--- config.mk ---
export PLATFORM = sky130hd
export DESIGN_NAME = beta_decode_issue
export DESIGN_NICKNAME = d
export VERILOG_FILES = /design/src/rtl/beta_decode_issue_pkg.sv /design/src/rtl/beta_instr_fifo.sv /design/src/rtl/beta_decode_issue.sv
export SDC_FILE = /design/constraint.sdc
export NUM_CORES = 1
export LEC_CHECK = 0
export CAP_MARGIN = 20
export CORE_ASPECT_RATIO = 1.75
export CORE_MARGIN = 2
export CORE_UTILIZATION = 55
export DETAILED_ROUTE_END_ITERATION = 8
export PLACE_DENSITY = 0.95
export SYNTH_ARGS = -nofsm -noshare
export SYNTH_HDL_FRONTEND = slang
export SYNTH_SLANG_ARGS = --single-unit
--- constraint.sdc ---
create_clock -name clk -period 4.85 [get_ports clk]
set_clock_uncertainty 0.2 [all_clocks]
set_input_delay 0.7275 -clock clk [delete_from_list [all_inputs] [get_ports clk]]
set_output_delay 0.7275 -clock clk [all_outputs]
set_load 0.01 [all_outputs]
--- src/rtl/beta_decode_issue_pkg.sv ---
// Shared types for the Beta decode/issue stage.
// ALU function encoding, opcodes and the register-format layout.
package beta_decode_issue_pkg;

  localparam logic [4:0] R31 = 5'd31;

  localparam logic [5:0] OP_ADD   = 6'h20;
  localparam logic [5:0] OP_SUB   = 6'h21;
  localparam logic [5:0] OP_MUL   = 6'h22;
  localparam logic [5:0] OP_DIV   = 6'h23;
  localparam logic [5:0] OP_CMPEQ = 6'h24;
  localparam logic [5:0] OP_CMPLT = 6'h25;
  localparam logic [5:0] OP_CMPLE = 6'h26;
  localparam logic [5:0] OP_AND   = 6'h28;
  localparam logic [5:0] OP_OR    = 6'h29;
  localparam logic [5:0] OP_XOR   = 6'h2A;
  localparam logic [5:0] OP_SHL   = 6'h2C;
  localparam logic [5:0] OP_SHR   = 6'h2D;
  localparam logic [5:0] OP_SRA   = 6'h2E;

  typedef enum logic [3:0] {
    FN_ADD, FN_SUB, FN_MUL, FN_DIV,
    FN_CMPEQ, FN_CMPLT, FN_CMPLE,
    FN_AND, FN_OR, FN_XOR,
    FN_SHL, FN_SHR, FN_SRA,
    FN_NOP
  } alu_fn_t;

  typedef struct packed {
    logic [5:0]  op;
    logic [4:0]  src1;
    logic [4:0]  src2;
    logic [4:0]  dest;
    logic [10:0] unused;
  } inst_reg;

  typedef struct packed {
    alu_fn_t fn;
    logic    illegal;
  } dec_t;

  function automatic dec_t decode(input logic [5:0] op);
    dec_t d;
    d.fn = FN_NOP;
    d.illegal = 1'b0;
    unique case (1'b1)
      (op == OP_ADD):   d.fn = FN_ADD;
      (op == OP_SUB):   d.fn = FN_SUB;
      (op == OP_MUL):   d.fn = FN_MUL;
      (op == OP_DIV):   d.fn = FN_DIV;
      (op == OP_CMPEQ): d.fn = FN_CMPEQ;
      (op == OP_CMPLT): d.fn = FN_CMPLT;
      (op == OP_CMPLE): d.fn = FN_CMPLE;
      (op == OP_AND):   d.fn = FN_AND;
      (op == OP_OR):    d.fn = FN_OR;
      (op == OP_XOR):   d.fn = FN_XOR;
      (op == OP_SHL):   d.fn = FN_SHL;
      (op == OP_SHR):   d.fn = FN_SHR;
      (op == OP_SRA):   d.fn = FN_SRA;
      default:          d.illegal = 1'b1;
    endcase
    return d;
  endfunction

endpackage

--- src/rtl/beta_instr_fifo.sv ---
// Small synchronous instruction FIFO with registered pointers.
// Flags derive from the pointers only, so full never depends on same-cycle reads.
module beta_instr_fifo #(
  parameter int DEPTH = 2,
  parameter int W     = 32
) (
  input  logic         clk,
  input  logic         rst_n,
  input  logic         wr_en,
  input  logic [W-1:0] wr_data,
  input  logic         rd_en,
  output logic [W-1:0] rd_data,
  output logic         full,
  output logic         empty
);

  localparam int AW = $clog2(DEPTH);

  logic [W-1:0] mem [DEPTH];
  logic [AW:0]  wptr;
  logic [AW:0]  rptr;
  logic         do_wr;
  logic         do_rd;

  assign full  = (wptr[AW] != rptr[AW]) &&
                 (wptr[AW-1:0] == rptr[AW-1:0]);
  assign empty = (wptr == rptr);
  assign do_wr = wr_en && !full;
  assign do_rd = rd_en && !empty;
  assign rd_data = mem[rptr[AW-1:0]];

  always_ff @(posedge clk) begin
    if (do_wr) mem[wptr[AW-1:0]] <= wr_data;
  end

  always_ff @(posedge clk or negedge rst_n) begin
    if (!rst_n) begin
      wptr <= '0;
      rptr <= '0;
    end else begin
      if (do_wr) wptr <= wptr + 1'b1;
      if (do_rd) rptr <= rptr + 1'b1;
    end
  end

endmodule

--- src/rtl/beta_decode_issue.sv ---
// Beta decode/issue stage: FIFO, decode, register scoreboard,
// single-entry issue register and saturating statistics.
module beta_decode_issue
  import beta_decode_issue_pkg::*;
#(
  parameter int DEPTH = 2,
  parameter int CNT_W = 16
) (
  input  logic             clk,
  input  logic             rst_n,
  input  logic             in_valid,
  output logic             in_ready,
  input  logic [31:0]      instr,
  input  logic             wb_valid,
  input  logic [4:0]       wb_dest,
  output logic             iss_valid,
  input  logic             iss_ready,
  output alu_fn_t          iss_fn,
  output logic [4:0]       iss_src1,
  output logic [4:0]       iss_src2,
  output logic [4:0]       iss_dest,
  output logic             iss_illegal,
  output logic [31:0]      busy_mask,
  output logic [CNT_W-1:0] issue_cnt,
  output logic [CNT_W-1:0] stall_cnt
);

  logic        full;
  logic        empty;
  logic [31:0] head_raw;
  inst_reg     head;
  dec_t        dec;
  logic        head_valid;
  logic        hit;
  logic        blocked;
  logic        load;
  logic [31:0] busy_nxt;
  logic [10:0] unused_bits;

  assign in_ready = rst_n && !full;

  beta_instr_fifo #(.DEPTH(DEPTH), .W(32)) u_fifo (
    .clk     (clk),
    .rst_n   (rst_n),
    .wr_en   (in_valid && in_ready),
    .wr_data (instr),
    .rd_en   (load),
    .rd_data (head_raw),
    .full    (full),
    .empty   (empty)
  );

  assign head        = inst_reg'(head_raw);
  assign unused_bits = head.unused;
  assign dec         = decode(head.op);
  assign head_valid  = !empty;

  // R31 is hardwired zero, so it never participates in hazards
  assign hit = (head.src1 != R31 && busy_mask[head.src1]) ||
               (head.src2 != R31 && busy_mask[head.src2]) ||
               (head.dest != R31 && busy_mask[head.dest]);

  assign blocked = head_valid && !dec.illegal && hit;
  assign load    = head_valid && !blocked &&
                   (!iss_valid || iss_ready);

  always_comb begin
    busy_nxt = busy_mask;
    if (wb_valid) busy_nxt[wb_dest] = 1'b0;
    if (load && !dec.illegal && head.dest != R31)
      busy_nxt[head.dest] = 1'b1;
    busy_nxt[R31] = 1'b0;
  end

  always_ff @(posedge clk or negedge rst_n) begin
    if (!rst_n) begin
      iss_valid   <= 1'b0;
      iss_fn      <= FN_ADD;
      iss_src1    <= '0;
      iss_src2    <= '0;
      iss_dest    <= '0;
      iss_illegal <= 1'b0;
    end else if (load) begin
      iss_valid   <= 1'b1;
      iss_fn      <= dec.fn;
      iss_src1    <= head.src1;
      iss_src2    <= head.src2;
      iss_dest    <= head.dest;
      iss_illegal <= dec.illegal;
    end else if (iss_ready) begin
      iss_valid   <= 1'b0;
    end
  end

  always_ff @(posedge clk or negedge rst_n) begin
    if (!rst_n) begin
      busy_mask <= '0;
      issue_cnt <= '0;
      stall_cnt <= '0;
    end else begin
      busy_mask <= busy_nxt;
      if (iss_valid && iss_ready && issue_cnt != '1)
        issue_cnt <= issue_cnt + CNT_W'(1);
      if (blocked && stall_cnt != '1)
        stall_cnt <= stall_cnt + CNT_W'(1);
    end
  end

endmodule

### Yosys cells after proc, flatten, opt, wreduce, memory -nomap -nowiden

Memories as Yosys holds them, arrays and structs flattened.
Cells that the tools add are included.

| operators by class | value |
|---|---|
| $lt $le $gt $ge | 6 |
| equality and inequality tests | 21 |
| bitwise gates (word level) | 3 |
| reductions and logical operators | 28 |
| mux-type cells | 18 |
| $add $sub $neg | 4 |

Operators with widths:

| cell | count |
|---|---|
| $eq 6x6->1 const B | 13 |
| $mux 31 | 2 |
| $pmux 4 s13 | 1 |
| $add 16x1->16 const B | 2 |
| $ne 16x16->1 const B | 2 |
| $and 31x31->31 | 1 |
| $not 31->31 | 1 |
| $or 31x31->31 | 1 |
| $lt 5x6->1 const B | 4 |
| $logic_and 1x1->1 | 19 |
| $bmux 1 s5 | 3 |
| $ne 5x5->1 const B | 3 |
| $reduce_or 13->1 | 1 |
| $demux 1 s5 | 2 |
| $ge 5x1->1 const B | 2 |
| $mux 1 | 10 |
| $add 2x1->2 const B | 2 |
| $logic_not 1->1 | 4 |
| $logic_or 1x1->1 | 3 |
| $eq 2x2->1 | 1 |
| $reduce_bool 2->1 | 1 |
| $eq 1x1->1 | 1 |
| $ne 1x1->1 | 1 |

| storage, ports and cells | value |
|---|---|
| memories kept | 1 |
| memory bits (writable) | 64 |
| bits of input ports | 42 |
| bits in registers | 88 |
| output and inout port bits | 86 |
| word-level logic and storage cells | 92 |

Memory list:

| name | depth | bits a word | rd ports | clocked after memory_dff | write ports | line | source |
|---|---|---|---|---|---|---|---|
| u_fifo.mem | 2 | 32 | 1 | 0 | 1 | beta_instr_fifo.sv:19 | `logic [W-1:0] mem [DEPTH];` |

### Longest topological paths before layout

An unclocked memory read counts as a cell.

| depth | value |
|---|---|
| depth after elaboration | 13 |
| depth in mapped cells | 14 |
| mapped depth without buffers | 9 |

### Hierarchy

A second synthesis with hierarchy kept.

| unflattened totals | value |
|---|---|
| cells, all modules | 560 |
| area, all modules | 7,268.2 µm² |

Modules (own cells, without submodules):

| module | times used | area an instance (µm²) | sequential area each (µm²) | cells each |
|---|---|---|---|---|
| beta_decode_issue | 1 | 4,702.0 | 2,102.0 | 433 |
| beta_instr_fifo | 1 | 2,566.2 | 2,021.9 | 127 |

### Worst setup path before layout

Ideal clock, no wire load.

| timing | value |
|---|---|
| path type | flip-flop to flip-flop |
| start point | register u_fifo.rptr[0] |
| end point | memory u_fifo.mem[0][11] (enable) |
| stages on the path, launching flop included | 10 |
| data arrival time | 2.923 ns |
| setup time | 0.399 ns |
| buffers on the path | 5 |
| period minus slack after synthesis | 3.521 ns |
| required time | 4.251 ns |
| path slack | 1.329 ns |
| path through | dfrtp_1 -> buf_2 -> buf_4 -> buf_4 -> buf_2 -> buf_2 -> xnor2_1 -> a21boi_0 -> nand2_1 -> nor2_1 |

| between the ends | value |
|---|---|
| cells in the longest elaborated chain, start to end | 8 |

RTL lines:

| what | line | source |
|---|---|---|
| start, declared | beta_instr_fifo.sv:21 | `logic [AW:0] rptr;` |
| start signal, assigned | beta_instr_fifo.sv:42 | `if (do_rd) rptr <= rptr + 1'b1;` |
| $eq 1x1->1 | beta_instr_fifo.sv:26 | `(wptr[AW-1:0] == rptr[AW-1:0]);` |
| $logic_and 1x1->1 | beta_instr_fifo.sv:25 | `assign full = (wptr[AW] != rptr[AW]) &&` |
| $logic_not 1->1 | beta_decode_issue.sv:40 | `assign in_ready = rst_n && !full;` |
| $logic_and 1x1->1 | beta_decode_issue.sv:40 |  |
| net in_ready | beta_decode_issue.sv:12 | `output logic in_ready,` |
| $logic_and 1x1->1 | beta_decode_issue.sv:45 | `.wr_en (in_valid && in_ready),` |
| $logic_and 1x1->1 | beta_instr_fifo.sv:28 | `assign do_wr = wr_en && !full;` |
| $mux 1 | beta_instr_fifo.sv:33 | `if (do_wr) mem[wptr[AW-1:0]] <= wr_data;` |
| $mux 1 (implied by the code) | beta_instr_fifo.sv:33 |  |
| end, declared | beta_instr_fifo.sv:19 |  |

The timed path passes the listed nets, and every way through them passes these cells.

### Final worst setup path

| timing | value |
|---|---|
| start point | register u_fifo.rptr[0] |
| end point | register iss_src1[0] |

| between the ends | value |
|---|---|
| cells in the longest elaborated chain, start to end | 10 |
| elaborated cells on any way between the ends | 36 |
| classes of those cells | eq/ne (17); mux (6); reduce/logical (12); memory (1) |

RTL lines:

| what | line | source |
|---|---|---|
| $mem_v2 2x32 | -- |  |
| $bmux 1 s5, on equally long branches | beta_decode_issue.sv:59, beta_decode_issue.sv:60 |  |
| $mux 1, on equally long branches | beta_decode_issue.sv:59, beta_decode_issue.sv:60 |  |
| $logic_and 1x1->1, on equally long branches | beta_decode_issue.sv:59, beta_decode_issue.sv:60 |  |
| $logic_or 1x1->1 | beta_decode_issue.sv:59 | `assign hit = (head.src1 != R31 && busy_mask[head.src1]) \|\|` |
| $logic_or 1x1->1 | beta_decode_issue.sv:60 | `(head.src2 != R31 && busy_mask[head.src2]) \|\|` |
| $logic_and 1x1->1 | beta_decode_issue.sv:63 | `assign blocked = head_valid && !dec.illegal && hit;` |
| $logic_not 1->1 | beta_decode_issue.sv:64 | `assign load = head_valid && !blocked &&` |
| $logic_and 1x1->1 (2 in series) | beta_decode_issue.sv:64 |  |
| end signal, assigned | beta_decode_issue.sv:86 | `iss_src1 <= head.src1;` |
| end, declared | beta_decode_issue.sv:19 | `output logic [4:0] iss_src1,` |

Parallel ways exist; a longest one is shown, timed or not. The select of a mux whose other input is x is not followed.
A chain may end at the register's enable or synchronous reset.

==> key figures <==
Clocking
  • Clk_lat worst skew: 0.42 ns
  • Post-CTS Setup Repair Bufs: 0
  • CTS tree: built
  • Cts bufs inserted: 17
  • CTS max path bufs: 2
  • Root Driver: clkbuf_16
  • Clock H-tree levels: 4
  • Clk slew on worst S/H paths: 0.06 ns
  • Hold_buf cts: 1
  • PostCTS Resize Cnt: 0
  • CTS sink count: 130

Setup path
  • Cell family with most CP delay: compound AO/OA/AOI/OAI gates
  • Endpoint class of the critical path: flop
  • Slowest cell delay on critical path: 0.92 ns
  • CP required: 4.94 ns
  • Worst Path Max Fanout: 45
  • Slowest-stage cell, CP: dfrtp_2
  • CP arrival: 4.38 ns
  • Kind of critical path: flop to flop
  • Startpoint Class: flop
  • Worst path cell trace: inv_1 > a211oi_1 > a221oi_1 > or3_1 > and4_1 > a211oi_2 > a21oi_2 > nor2_2 > buf_4 > mux2_1
  • Crit path buffers/inverters: 2

Die
  • Die Y: 151 um
  • Initial core utilization: 56.5%
  • Die ar.: 13300 um^2
  • I/O Pins: 128
  • Die Width: 88.1 um
  • Core area: 12100 um^2
  • Site Rows: 53

Global routing
  • Initial antenna violation count: 0
  • Number of global-route vias before repair: 6150
  • Largest net degree at the start of global routing: 77
  • GR Util All Layers: 32.3%
  • Total gr overflow: 0
  • First-pass GRT wire length: 32400 um

STA
  • Final period util: 88.5%
  • RSZ-0062 raised after global routing: false
  • Maximum clock rate: 233 MHz
  • Max-slew violations: 0
  • # setup viols final: 0
  • Max_slew headroom: 36.7%
  • Min Tclk post-route: 4.29 ns
  • Setup TNS: 0 ns
  • Hold Vio Cnt, Final: 0
  • Worst-case hold slack: 0.294 ns
  • Worst Max-Slew Pin Slew: 0.950 ns

Power and ir drop
  • LEAKAGE: 3.37 nW
  • Pwr dens: 576 nW/um^2
  • Peak supply drop: 0.418 mV

Min path
  • Hold Crit Class: flop to flop

Drt
  • Total number of vias: 6147
  • Drt drc: 0
  • Drt first pass iters: 6
  • Vias per cell: 6.53
  • WL/cell: 22.4 um
  • Top Metal Used: met4
  • WL met3: 1490 um
  • DRT iter0 DRCs: 714
  • Met2 Routed Length: 11100 um
  • Antenna-violating nets left: 0
  • Routed Wire Length: 21100 um
  • Met1 wire length: 7230 um

Final layout
  • Synth-to-layout area growth: 28.2%
  • Fillcell total: 843
  • Antenna cells: 0
  • Design area: 8730 um^2
  • Share of layout cells above drive strength 1: 9.65%
  • Nets: 808
  • Fin cells: 942
  • Final Util: 72.4%

Place
  • DP HPWL: 14600 um
  • Cell count after placement: 908
  • Port Buf Inserts: 115
  • GP Congestion: 0.960
  • Placed cell area: 8100 um^2

Yosys
  • Synthesized area per cell: 10.6 um^2
  • Flops & latches, synth: 130
  • Post-Syn Instances: 645
  • Net count after synthesis: 689
  • Mapped cell area: 6810 um^2
  • Post-synth EDFFs: 42
  • Synth unique cells: 71
  • Seq/Total Area, Yosys: 50.8%
  • Async SR Flop Fraction: 67.7%
  • Synth Flop Type: dfrtp_1
  • YS warnings: 0

Run status
  • Outcome: finished, final reports clean

Run
  • Max-cap violations: 0
-- path summary, 6_finish.rpt --
path	start	cells after the start	end	slack [ns]
worst max-delay path	u_fifo.rptr[0]	10	iss_src1[0]	0.56
worst min-delay path	issue_cnt[9]	1	issue_cnt[9]	0.29
worst max register to register	u_fifo.rptr[0]	10	iss_src1[0]	0.56
worst min register to register	issue_cnt[9]	1	issue_cnt[9]	0.29
max in group asynchronous	rst_n	3	u_fifo.rptr[0]	2.73
min in group asynchronous	rst_n	2	iss_fn[0]	0.49
-- registers in the layout, indices dropped and copies added (netlist names) --
name,flops
u_fifo.mem,42
iss_fn,4
u_fifo.rptr,2
stall_cnt,16
iss_src1,5
u_fifo.wptr,2
iss_valid,1
iss_src2,5
issue_cnt,16
iss_dest,5
iss_illegal,1
busy_mask,31
-- where the power goes --
part           internal, mW  total [mW]  switching, mW
Sequential             1.40        1.78          0.377
Combinational         0.922        1.97           1.05
Clock                 0.792        1.28          0.492
-- Yosys cell counts (5+ instances only) --
master | count | area [um^2]
nor2b_1 | 8 | 50.1
inv_1 | 17 | 63.8
o211ai_1 | 7 | 52.6
a21o_1 | 9 | 67.6
dfrtp_1 | 88 | 2200
edfxtp_1 | 42 | 1260
a211oi_1 | 10 | 75.1
xnor2_1 | 25 | 219
nand2b_1 | 7 | 43.8
nand3_1 | 19 | 95.1
o21ai_0 | 85 | 425
mux2_2 | 16 | 180
o22ai_1 | 5 | 31.3
and3_1 | 10 | 62.6
buf_4 | 6 | 45.0
a21oi_1 | 37 | 185
mux2_1 | 10 | 113
nor2_1 | 25 | 93.8
nand3b_1 | 9 | 67.6
mux2i_1 | 19 | 190
a31oi_1 | 8 | 50.1
nand4_1 | 12 | 75.1
clkbuf_1 | 10 | 37.5
xor2_1 | 9 | 78.8
o31ai_1 | 5 | 37.5
buf_2 | 6 | 30.0
nand2_1 | 60 | 225
-- per-layer routing --
| layer | global-route usage (%) | vias up |
|---|---|---|
| met1 | 35.8 | 2970 |
| met4 | 19.3 | 0 |
| met5 | 0 | - |
| li1 | - | 2659 |
| met3 | 5.78 | 107 |
| met2 | 56.6 | 411 |
-- through the flow --
stage	total power, mW	worst slack (ns)
detailed placement	3.67	0.724
global route	5.26	0.383
CTS	4.98	0.664
floorplan	2.88	1.33
global placement	3.56	0.829
finish	5.03	0.559
-- cell families (layout without fill, tap and decap cells) --
group / after synthesis / in the layout / share of synthesized area (%)
flops: 130 / 130 / 50.8
simple gates: 181 / 181 / 14.0
fa+ha+maj: 2 / 2 / 0.367
buf+inv: 42 / 174 / 2.86
mux: 50 / 50 / 8.74
compound gates: 205 / 205 / 18.8
xor+xnor: 34 / 34 / 4.37
other cells: 1 / 1 / 0.0550
-- area by class of cell --
type	count	area (um^2)	area share, %
Clock inverter	9	65.1	0.745
Tap cell	165	206	2.36
Timing Repair Buffer	125	1230	14.1
Multi-Input combinational cell	473	3160	36.2
Inverter	17	63.8	0.731
Sequential cell	130	3460	39.7
Clock buffer	23	543	6.22
-- placed cells by master, fill, tap and decap left out, types with 4 or more instances in the layout --
cell type,n
and3_1,10
a31oi_1,8
o22ai_1,5
o211ai_1,7
edfxtp_1,42
dfrtp_1,87
nand2_1,60
clkdlybuf4s50_1,114
nand2b_1,7
xor2_1,9
nand3_1,19
or3b_2,4
nor2b_1,8
mux2_1,10
a221oi_1,4
nand3b_1,9
buf_4,9
xnor2_1,25
a32o_1,4
nor2_1,24
inv_1,17
o21ai_0,85
nand4_1,12
clkbuf_16,21
mux2_2,16
o31ai_1,5
or3_1,4
mux2i_1,19
a211oi_1,10
a21o_1,9
a21oi_1,37
-- worst register-to-register path, cell delays in order, from the launching register on --
cell      delay (ns)
dfrtp_2         0.92
inv_1           0.53
a211oi_1        0.32
a221oi_1        0.09
or3_1           0.32
and4_1          0.22
a211oi_2        0.53
a21oi_2         0.26
nor2_2          0.14
buf_4           0.27
mux2_1          0.37
(Power assumes the default switching activity.)
